===== src/rtl/ssp_host_arbiter.sv =====
// ---------------------------------------------------------------------------
// ssp_host_arbiter
//
// Round-robin arbiter that lets NREQ on-chip requesters share one SSP host
// port. Each requester posts a single-byte write (Tx) or read (Rx). The
// arbiter turns these into one SSP bus cycle at a time. Writes are held back
// while the Tx FIFO is full (SSPTXINTR). Reads get priority while the Rx FIFO
// is full (SSPRXINTR). Every output is registered. Everything runs on the
// rising edge of PCLK.
//
// Ports
//   PCLK       in   clock
//   CLEAR      in   synchronous active-high reset
//   REQ        in   [NREQ]    per-requester request, held until its GNT
//   REQ_WR     in   [NREQ]    1 = write, 0 = read; stable while REQ is high
//   REQ_WDATA  in   [8*NREQ]  write byte; requester i uses [8i+7:8i]
//   GNT        out  [NREQ]    one-hot pulse: this requester's transfer is done
//   RVALID     out  [NREQ]    one-hot pulse together with GNT on a read
//   RDATA      out  [8]       read byte; valid with RVALID, held otherwise
//   BUSY       out            high whenever the FSM is not in IDLE
//   PSEL       out            SSP select, high for one cycle per transfer
//   PWRITE     out            SSP write strobe
//   PWDATA     out  [8]       SSP write data (zero when PSEL is low or on reads)
//   PRDATA     in   [8]       SSP read data, valid the cycle after a read PSEL
//   SSPTXINTR  in             SSP Tx FIFO full
//   SSPRXINTR  in             SSP Rx FIFO full
// ---------------------------------------------------------------------------
module ssp_host_arbiter #(
    parameter int NREQ = 4
) (
    input  logic              PCLK,
    input  logic              CLEAR,
    input  logic [NREQ-1:0]   REQ,
    input  logic [NREQ-1:0]   REQ_WR,
    input  logic [8*NREQ-1:0] REQ_WDATA,
    output logic [NREQ-1:0]   GNT,
    output logic [NREQ-1:0]   RVALID,
    output logic [7:0]        RDATA,
    output logic              BUSY,
    output logic              PSEL,
    output logic              PWRITE,
    output logic [7:0]        PWDATA,
    input  logic [7:0]        PRDATA,
    input  logic              SSPTXINTR,
    input  logic              SSPRXINTR
);

    localparam int LW = $clog2(NREQ);

    typedef enum logic [1:0] {
        S_IDLE,
        S_XFER,
        S_CAPT,
        S_DONE
    } state_t;

    state_t            state_q, state_d;
    logic [LW-1:0]     last_q, last_d;     // round-robin pointer: most recent winner
    logic [LW-1:0]     win_q, win_d;       // requester owning the current transfer
    logic              wr_q, wr_d;         // direction of the current transfer
    logic [7:0]        wdata_q, wdata_d;   // byte for the current transfer (0 on reads)

    logic [NREQ-1:0]   gnt_q, gnt_d;
    logic [NREQ-1:0]   rvalid_q, rvalid_d;
    logic [7:0]        rdata_q, rdata_d;
    logic              busy_q, busy_d;
    logic              psel_q, psel_d;
    logic              pwrite_q, pwrite_d;
    logic [7:0]        pwdata_q, pwdata_d;

    logic [NREQ-1:0]   eligible;
    logic [NREQ-1:0]   elig_rd;
    logic [NREQ-1:0]   compete;
    logic              found;
    logic [LW-1:0]     win_idx;
    logic [LW-1:0]     cand;
    logic [7:0]        req_byte;
    logic [NREQ-1:0]   win_onehot;

    // -----------------------------------------------------------------------
    // Arbitration. This is only used in IDLE. A write is eligible only while
    // the Tx FIFO has room. When the Rx FIFO is full, only reads compete,
    // provided at least one read is eligible.
    // -----------------------------------------------------------------------
    always_comb begin
        // NOTE: every signal written here gets a default value first. Without
        //       it, a path that does not assign a signal would infer a latch.
        eligible = REQ & (~REQ_WR | {NREQ{~SSPTXINTR}});
        elig_rd  = eligible & ~REQ_WR;
        compete  = (SSPRXINTR && (|elig_rd)) ? elig_rd : eligible;
        found    = 1'b0;
        win_idx  = last_q;
        cand     = '0;
        req_byte = '0;

        // Scan LAST+1, LAST+2, ... and wrap. The first competing index wins.
        for (int k = 1; k <= NREQ; k++) begin
            cand = LW'((int'(last_q) + k) % NREQ);
            if (!found && compete[cand]) begin
                found   = 1'b1;
                win_idx = cand;
            end
        end

        // Take the winner's byte. A read latches zero, so PWDATA is 0 on reads.
        for (int i = 0; i < NREQ; i++) begin
            if (win_idx == LW'(i) && REQ_WR[i]) begin
                req_byte = REQ_WDATA[8*i +: 8];
            end
        end
    end

    // -----------------------------------------------------------------------
    // Register process: FSM state, transfer context and registered outputs.
    // -----------------------------------------------------------------------
    always_ff @(posedge PCLK) begin
        // NOTE: sequential state uses non-blocking assignments. Every flop then
        //       samples the values from before the edge, whatever the order
        //       of the statements.
        if (CLEAR) begin
            state_q  <= S_IDLE;
            last_q   <= LW'(NREQ - 1);
            win_q    <= '0;
            wr_q     <= 1'b0;
            wdata_q  <= '0;
            gnt_q    <= '0;
            rvalid_q <= '0;
            rdata_q  <= '0;
            busy_q   <= 1'b0;
            psel_q   <= 1'b0;
            pwrite_q <= 1'b0;
            pwdata_q <= '0;
        end else begin
            state_q  <= state_d;
            last_q   <= last_d;
            win_q    <= win_d;
            wr_q     <= wr_d;
            wdata_q  <= wdata_d;
            gnt_q    <= gnt_d;
            rvalid_q <= rvalid_d;
            rdata_q  <= rdata_d;
            busy_q   <= busy_d;
            psel_q   <= psel_d;
            pwrite_q <= pwrite_d;
            pwdata_q <= pwdata_d;
        end
    end

    // -----------------------------------------------------------------------
    // Next-state logic. The transfer context is latched on IDLE->XFER. After
    // that the transfer is committed: REQ is ignored until the FSM is back
    // in IDLE.
    // -----------------------------------------------------------------------
    always_comb begin
        state_d = state_q;
        last_d  = last_q;
        win_d   = win_q;
        wr_d    = wr_q;
        wdata_d = wdata_q;

        case (state_q)
            S_IDLE: begin
                if (found) begin
                    state_d = S_XFER;
                    last_d  = win_idx;
                    win_d   = win_idx;
                    wr_d    = REQ_WR[win_idx];
                    wdata_d = req_byte;
                end
            end
            S_XFER:  state_d = wr_q ? S_DONE : S_CAPT;
            S_CAPT:  state_d = S_DONE;
            S_DONE:  state_d = S_IDLE;
            default: state_d = S_IDLE;
        endcase
    end

    // -----------------------------------------------------------------------
    // Output logic. The outputs are registered, so this block computes the
    // values for the next cycle from the state transition that is about to
    // happen. A write is granted in its PSEL cycle. A read is granted once
    // PRDATA has been captured at the end of CAPT.
    // -----------------------------------------------------------------------
    always_comb begin
        win_onehot = {{(NREQ-1){1'b0}}, 1'b1} << win_d;
        gnt_d      = '0;
        rvalid_d   = '0;
        rdata_d    = rdata_q;
        busy_d     = (state_d != S_IDLE);
        psel_d     = 1'b0;
        pwrite_d   = 1'b0;
        pwdata_d   = '0;

        if (state_q == S_IDLE && state_d == S_XFER) begin
            psel_d   = 1'b1;
            pwrite_d = wr_d;
            pwdata_d = wdata_d;
            if (wr_d) begin
                gnt_d = win_onehot;
            end
        end

        if (state_q == S_CAPT) begin
            rdata_d  = PRDATA;
            gnt_d    = win_onehot;
            rvalid_d = win_onehot;
        end
    end

    assign GNT    = gnt_q;
    assign RVALID = rvalid_q;
    assign RDATA  = rdata_q;
    assign BUSY   = busy_q;
    assign PSEL   = psel_q;
    assign PWRITE = pwrite_q;
    assign PWDATA = pwdata_q;

endmodule


===== config.mk =====
export PLATFORM = sky130hd
export DESIGN_NAME = ssp_host_arbiter
export DESIGN_NICKNAME = d
export VERILOG_FILES = /design/src/rtl/ssp_host_arbiter.sv
export SDC_FILE = /design/constraint.sdc
export NUM_CORES = 1
export LEC_CHECK = 0
export CAP_MARGIN = 20
export CORE_ASPECT_RATIO = 1.1
export CORE_MARGIN = 8
export CORE_UTILIZATION = 35
export CTS_CLUSTER_SIZE = 14
export DETAILED_ROUTE_END_ITERATION = 8
export PLACE_DENSITY = 0.76
export SLEW_MARGIN = 10
export SYNTH_ARGS = -nofsm -noshare
export SYNTH_HDL_FRONTEND = slang
export SYNTH_SLANG_ARGS = --single-unit

===== constraint.sdc =====
create_clock -name PCLK -period 6.3 [get_ports PCLK]
set_input_delay 1.26 -clock PCLK [delete_from_list [all_inputs] [get_ports PCLK]]
set_output_delay 1.26 -clock PCLK [all_outputs]
set_load 0.02 [all_outputs]

==> impl_metrics.xml <==
<?xml version="1.0" encoding="UTF-8"?>
<metrics>
  <group name="sta">
    <metric name="worstMarginPinSlew" unit="ns">0.8877</metric>
    <metric name="final_slew_violations" unit="">0</metric>
    <metric name="clock_skew" unit="ns">0.005194</metric>
    <metric name="timing.final.setup_violations" unit="">0</metric>
    <metric name="post-route-period-util" unit="%">70.75</metric>
    <metric name="maxClockFrequency" unit="GHz">0.2244</metric>
    <metric name="finalSetupTns" unit="ns">0</metric>
    <metric name="holdWs" unit="ns">0.4947</metric>
    <metric name="max_slew_margin" unit="%">40.63</metric>
    <metric name="hold_violations" unit="">0</metric>
    <metric name="final.min_clock_period" unit="ns">4.457</metric>
    <metric name="grt_setup_unrepaired" unit="">no</metric>
  </group>
  <group name="min_path">
    <metric name="min-delay-path-class" unit="">reg -&gt; reg</metric>
    <metric name="whs_path_depth" unit="">2</metric>
    <metric name="min_delay_worst_endpoint" unit="">RDATA[6]</metric>
    <metric name="worstHoldStart" unit="">RDATA[6]</metric>
  </group>
  <group name="worst_setup_path">
    <metric name="worstPathArrival" unit="ns">4.65</metric>
    <metric name="reg2reg_to" unit="">PWDATA[7]</metric>
    <metric name="critical_path.max_fanout" unit="">15</metric>
    <metric name="critPathLaunchType" unit="">primary input</metric>
    <metric name="cp_num_buf_inv" unit="">1</metric>
    <metric name="critical_path.top_delay_family" unit="">compound AO/OA/AOI/OAI gates</metric>
    <metric name="worstPathRequired" unit="ns">6.50</metric>
    <metric name="critical_path.cell_chain" unit="">clkdlybuf4s50_1 &gt; nor2b_1 &gt; o311ai_1 &gt; nor3b_1 &gt; a41oi_1 &gt; o211ai_1 &gt; a31oi_2 &gt; a21boi_1 &gt; a211oi_1</metric>
    <metric name="timing_worst_setup_path_type" unit="">in -&gt; reg</metric>
    <metric name="worstReg2RegStart" unit="">last_q[0]</metric>
    <metric name="critical_path.slowest_cell" unit="">sky130_fd_sc_hd__o211ai_1</metric>
    <metric name="worst_r2r_path_depth" unit="">6</metric>
    <metric name="cpPeakStageDelay" unit="ns">0.75</metric>
    <metric name="crit_path_end_kind" unit="">flop</metric>
    <metric name="rrSetupSlack" unit="ns">3.77</metric>
  </group>
  <group name="clock_network">
    <metric name="tritoncts_clock_tree" unit="">yes</metric>
    <metric name="clock_sink_count" unit="">42</metric>
    <metric name="post_cts_buffers" unit="">0</metric>
    <metric name="clk_pin_slew_worst_paths" unit="ns">0.08</metric>
    <metric name="holdBufCountCts" unit="">0</metric>
    <metric name="clock_latency_reported_for_the_late_side_of_the_worst_skew_pair" unit="ns">0.29</metric>
    <metric name="cts_max_path_buffers" unit="">2</metric>
    <metric name="cts_resized" unit="">0</metric>
    <metric name="cts_max_level" unit="">2</metric>
    <metric name="total_clock_buffers_created_by_cts" unit="">5</metric>
    <metric name="cts-root-buf" unit="">sky130_fd_sc_hd__clkbuf_8</metric>
  </group>
  <group name="power_and_ir_drop">
    <metric name="static-leakage-power" unit="uW">0.001040</metric>
    <metric name="peakVddDrop" unit="V">0.0002292</metric>
    <metric name="power_per_cell_area" unit="nW/um^2">378.4</metric>
  </group>
  <group name="detailed_routing">
    <metric name="drt-total-wl" unit="microns">5650</metric>
    <metric name="post_drt_wl_per_cell" unit="microns">15.44</metric>
    <metric name="drt-vias-per-instance" unit="">5.246</metric>
    <metric name="drc_errors" unit="">0</metric>
    <metric name="postRouteAntennaNets" unit="">0</metric>
    <metric name="starting_drt_drc_count" unit="">138</metric>
    <metric name="first_pass_detailed_route_iteration_total" unit="">4</metric>
    <metric name="routed-via-count" unit="">1920</metric>
  </group>
  <group name="die">
    <metric name="floorplan.initialDensity" unit="%">36.52</metric>
    <metric name="die-area" unit="sq um">8333</metric>
    <metric name="i_o_pins" unit="">79</metric>
    <metric name="num_rows" unit="">28</metric>
    <metric name="dieHeight" unit="microns">94.95</metric>
    <metric name="core_area" unit="sq um">5430</metric>
    <metric name="die_x" unit="microns">87.77</metric>
  </group>
  <group name="synthesis">
    <metric name="yosys_register_bits" unit="">42</metric>
    <metric name="syn-mean-instance-area" unit="sq um">9.139</metric>
    <metric name="synth_ff_type" unit="">sky130_fd_sc_hd__dfxtp_1</metric>
    <metric name="async_reset_ff_share" unit="%">0</metric>
    <metric name="post_synth_instance_area" unit="sq um">1983</metric>
    <metric name="synth_nets" unit="">273</metric>
    <metric name="synthMostInstantiatedCell" unit="">sky130_fd_sc_hd__dfxtp_1</metric>
    <metric name="synth_top_cell_by_area" unit="">sky130_fd_sc_hd__dfxtp_1</metric>
    <metric name="yosys_warnings" unit="">0</metric>
    <metric name="synth_seq_area_share" unit="%">42.40</metric>
    <metric name="portion_of_synthesized_cell_area_occupied_by_the_leading_cell_type" unit="%">42.40</metric>
    <metric name="synth.top_cells.by_count" unit="">42 x sky130_fd_sc_hd__dfxtp_1, 17 x sky130_fd_sc_hd__nor2_1, 16 x sky130_fd_sc_hd__a311oi_1, 16 x sky130_fd_sc_hd__nand3_1, 15 x sky130_fd_sc_hd__nand2_1</metric>
    <metric name="number_of_flops_mapped_to_enable_cells_by_yosys" unit="">0</metric>
    <metric name="synth_cells" unit="">217</metric>
    <metric name="ys_top_cells_by_area" unit="">sky130_fd_sc_hd__dfxtp_1 42%, sky130_fd_sc_hd__a311oi_1 7.1%, sky130_fd_sc_hd__mux2i_1 5.0%</metric>
    <metric name="netlist-cell-type-count" unit="">42</metric>
  </group>
  <group name="run">
    <metric name="max_cap_violations" unit="">0</metric>
  </group>
  <group name="run_status">
    <metric name="outcome" unit="">finished, final reports clean</metric>
  </group>
  <group name="global_route">
    <metric name="number_of_antenna_violations_at_the_first_check_in_global_routing" unit="">0</metric>
    <metric name="grt_max_degree" unit="">25</metric>
    <metric name="gr-total-overflow" unit="">0</metric>
    <metric name="first_pass_grt_wire_length" unit="microns">8776</metric>
    <metric name="grt_usage" unit="%">13.19</metric>
    <metric name="grt_pass1_vias" unit="">1855</metric>
  </group>
  <group name="cells_and_area">
    <metric name="fillerInstances" unit="">504</metric>
    <metric name="diodes" unit="">0</metric>
    <metric name="fin_nets" unit="">346</metric>
    <metric name="drive_above_1_share" unit="%">4.811</metric>
    <metric name="syn2layout_area_growth" unit="%">45.93</metric>
  </group>
  <group name="place">
    <metric name="place_hpwl" unit="microns">4319</metric>
    <metric name="routability_congestion" unit="">0.8681</metric>
    <metric name="port_buffers" unit="">78</metric>
  </group>
</metrics>
flip-flops by register name (all words and copies together) (netlist names):
signal,count
PWDATA,8
RDATA,8
wdata_q,8
GNT,4
RVALID,4
last_q,2
state_q,2
win_q,2
BUSY,1
PSEL,1
PWRITE,1
wr_q,1
layer usage:
metal / share of wire, % / track usage (%) / vias to the layer above
li1: - / - / 959
met1: 42 / 15.01 / 887
met2: 48 / 22.91 / 69
met3: 8.7 / 4.692 / 5
met4: 0.65 / 3.013 / 0
met5: 0 / 0 / -
how the worst max path moves through the flow:
stage	slack [ns]	start	end	depth (start not counted)
final	1.84	REQ_WR[0]	PWDATA[7]	9
after global routing	1.46	REQ_WR[0]	PWDATA[7]	9
after CTS	1.82	REQ_WR[0]	PWDATA[7]	9
after detailed placement	1.51	REQ_WR[0]	PWDATA[7]	9
after global placement	1.69	REQ_WR[0]	wdata_q[7]	9
after floorplan	3.05	REQ[2]	GNT[1]	9
tightest hold or removal path, delay by kind of cell, from the launching register on:
kind,cells,cell delay [ns]
AND/OR/NAND/NOR,1,0.07
flip-flops,1,0.33
multiplexers,1,0.06
area by class of cell:
cell class              count  area [sq um]  share of cell area [%]
clock buffers               6         72.57                   2.508
clock inverters             2         13.76                  0.4756
inverters                   6         22.52                  0.7782
multi-input cells         156          1062                   36.71
flip-flops and latches     42         840.8                   29.05
well taps                  75         93.84                   3.243
repair buffers             79         788.3                   27.24
report_power, final:
part           internal, uW  total (uW)  switching [uW]
clock network          78.2         171            92.6
logic                   237         553             316
registers               344         372            27.5
cell usage in the layout, fill, tap and decap left out, types with 8 or more instances in the layout:
master,synthesis,final
sky130_fd_sc_hd__mux2i_1,10,10
sky130_fd_sc_hd__nor2_1,17,17
sky130_fd_sc_hd__a21o_1,8,8
sky130_fd_sc_hd__nand3_1,16,16
sky130_fd_sc_hd__clkdlybuf4s50_1,0,78
sky130_fd_sc_hd__dfxtp_1,42,42
sky130_fd_sc_hd__nand2_1,15,15
sky130_fd_sc_hd__a311oi_1,16,16
sky130_fd_sc_hd__o22ai_1,8,8
sky130_fd_sc_hd__nand2b_1,12,12
metrics by stage:
step / setup slack [ns] / area [sq um] / std cells / total power (uW) / utilization [%]
after global placement: 1.685 / 2808 / 358 / 920.7 / 51.71
after CTS: 1.823 / 2894 / 366 / 1103 / 53.29
after floorplan: 3.046 / 1983 / 217 / 755.9 / -
after detailed placement: 1.508 / 2808 / 358 / 930.5 / 51.71
final: 1.843 / 2894 / 366 / 1095 / 53.29
after global routing: 1.463 / 2894 / 366 / 1175 / 53.29
logic make-up after synthesis:
family	count (synthesis)	share of synthesized area, %
flops	42	42.40
mux	10	5.048
simple gates	82	21.39
fa+ha+maj	4	2.524
compound gates	60	24.61
buf+inv	19	4.038
(Power assumes the default switching activity.)
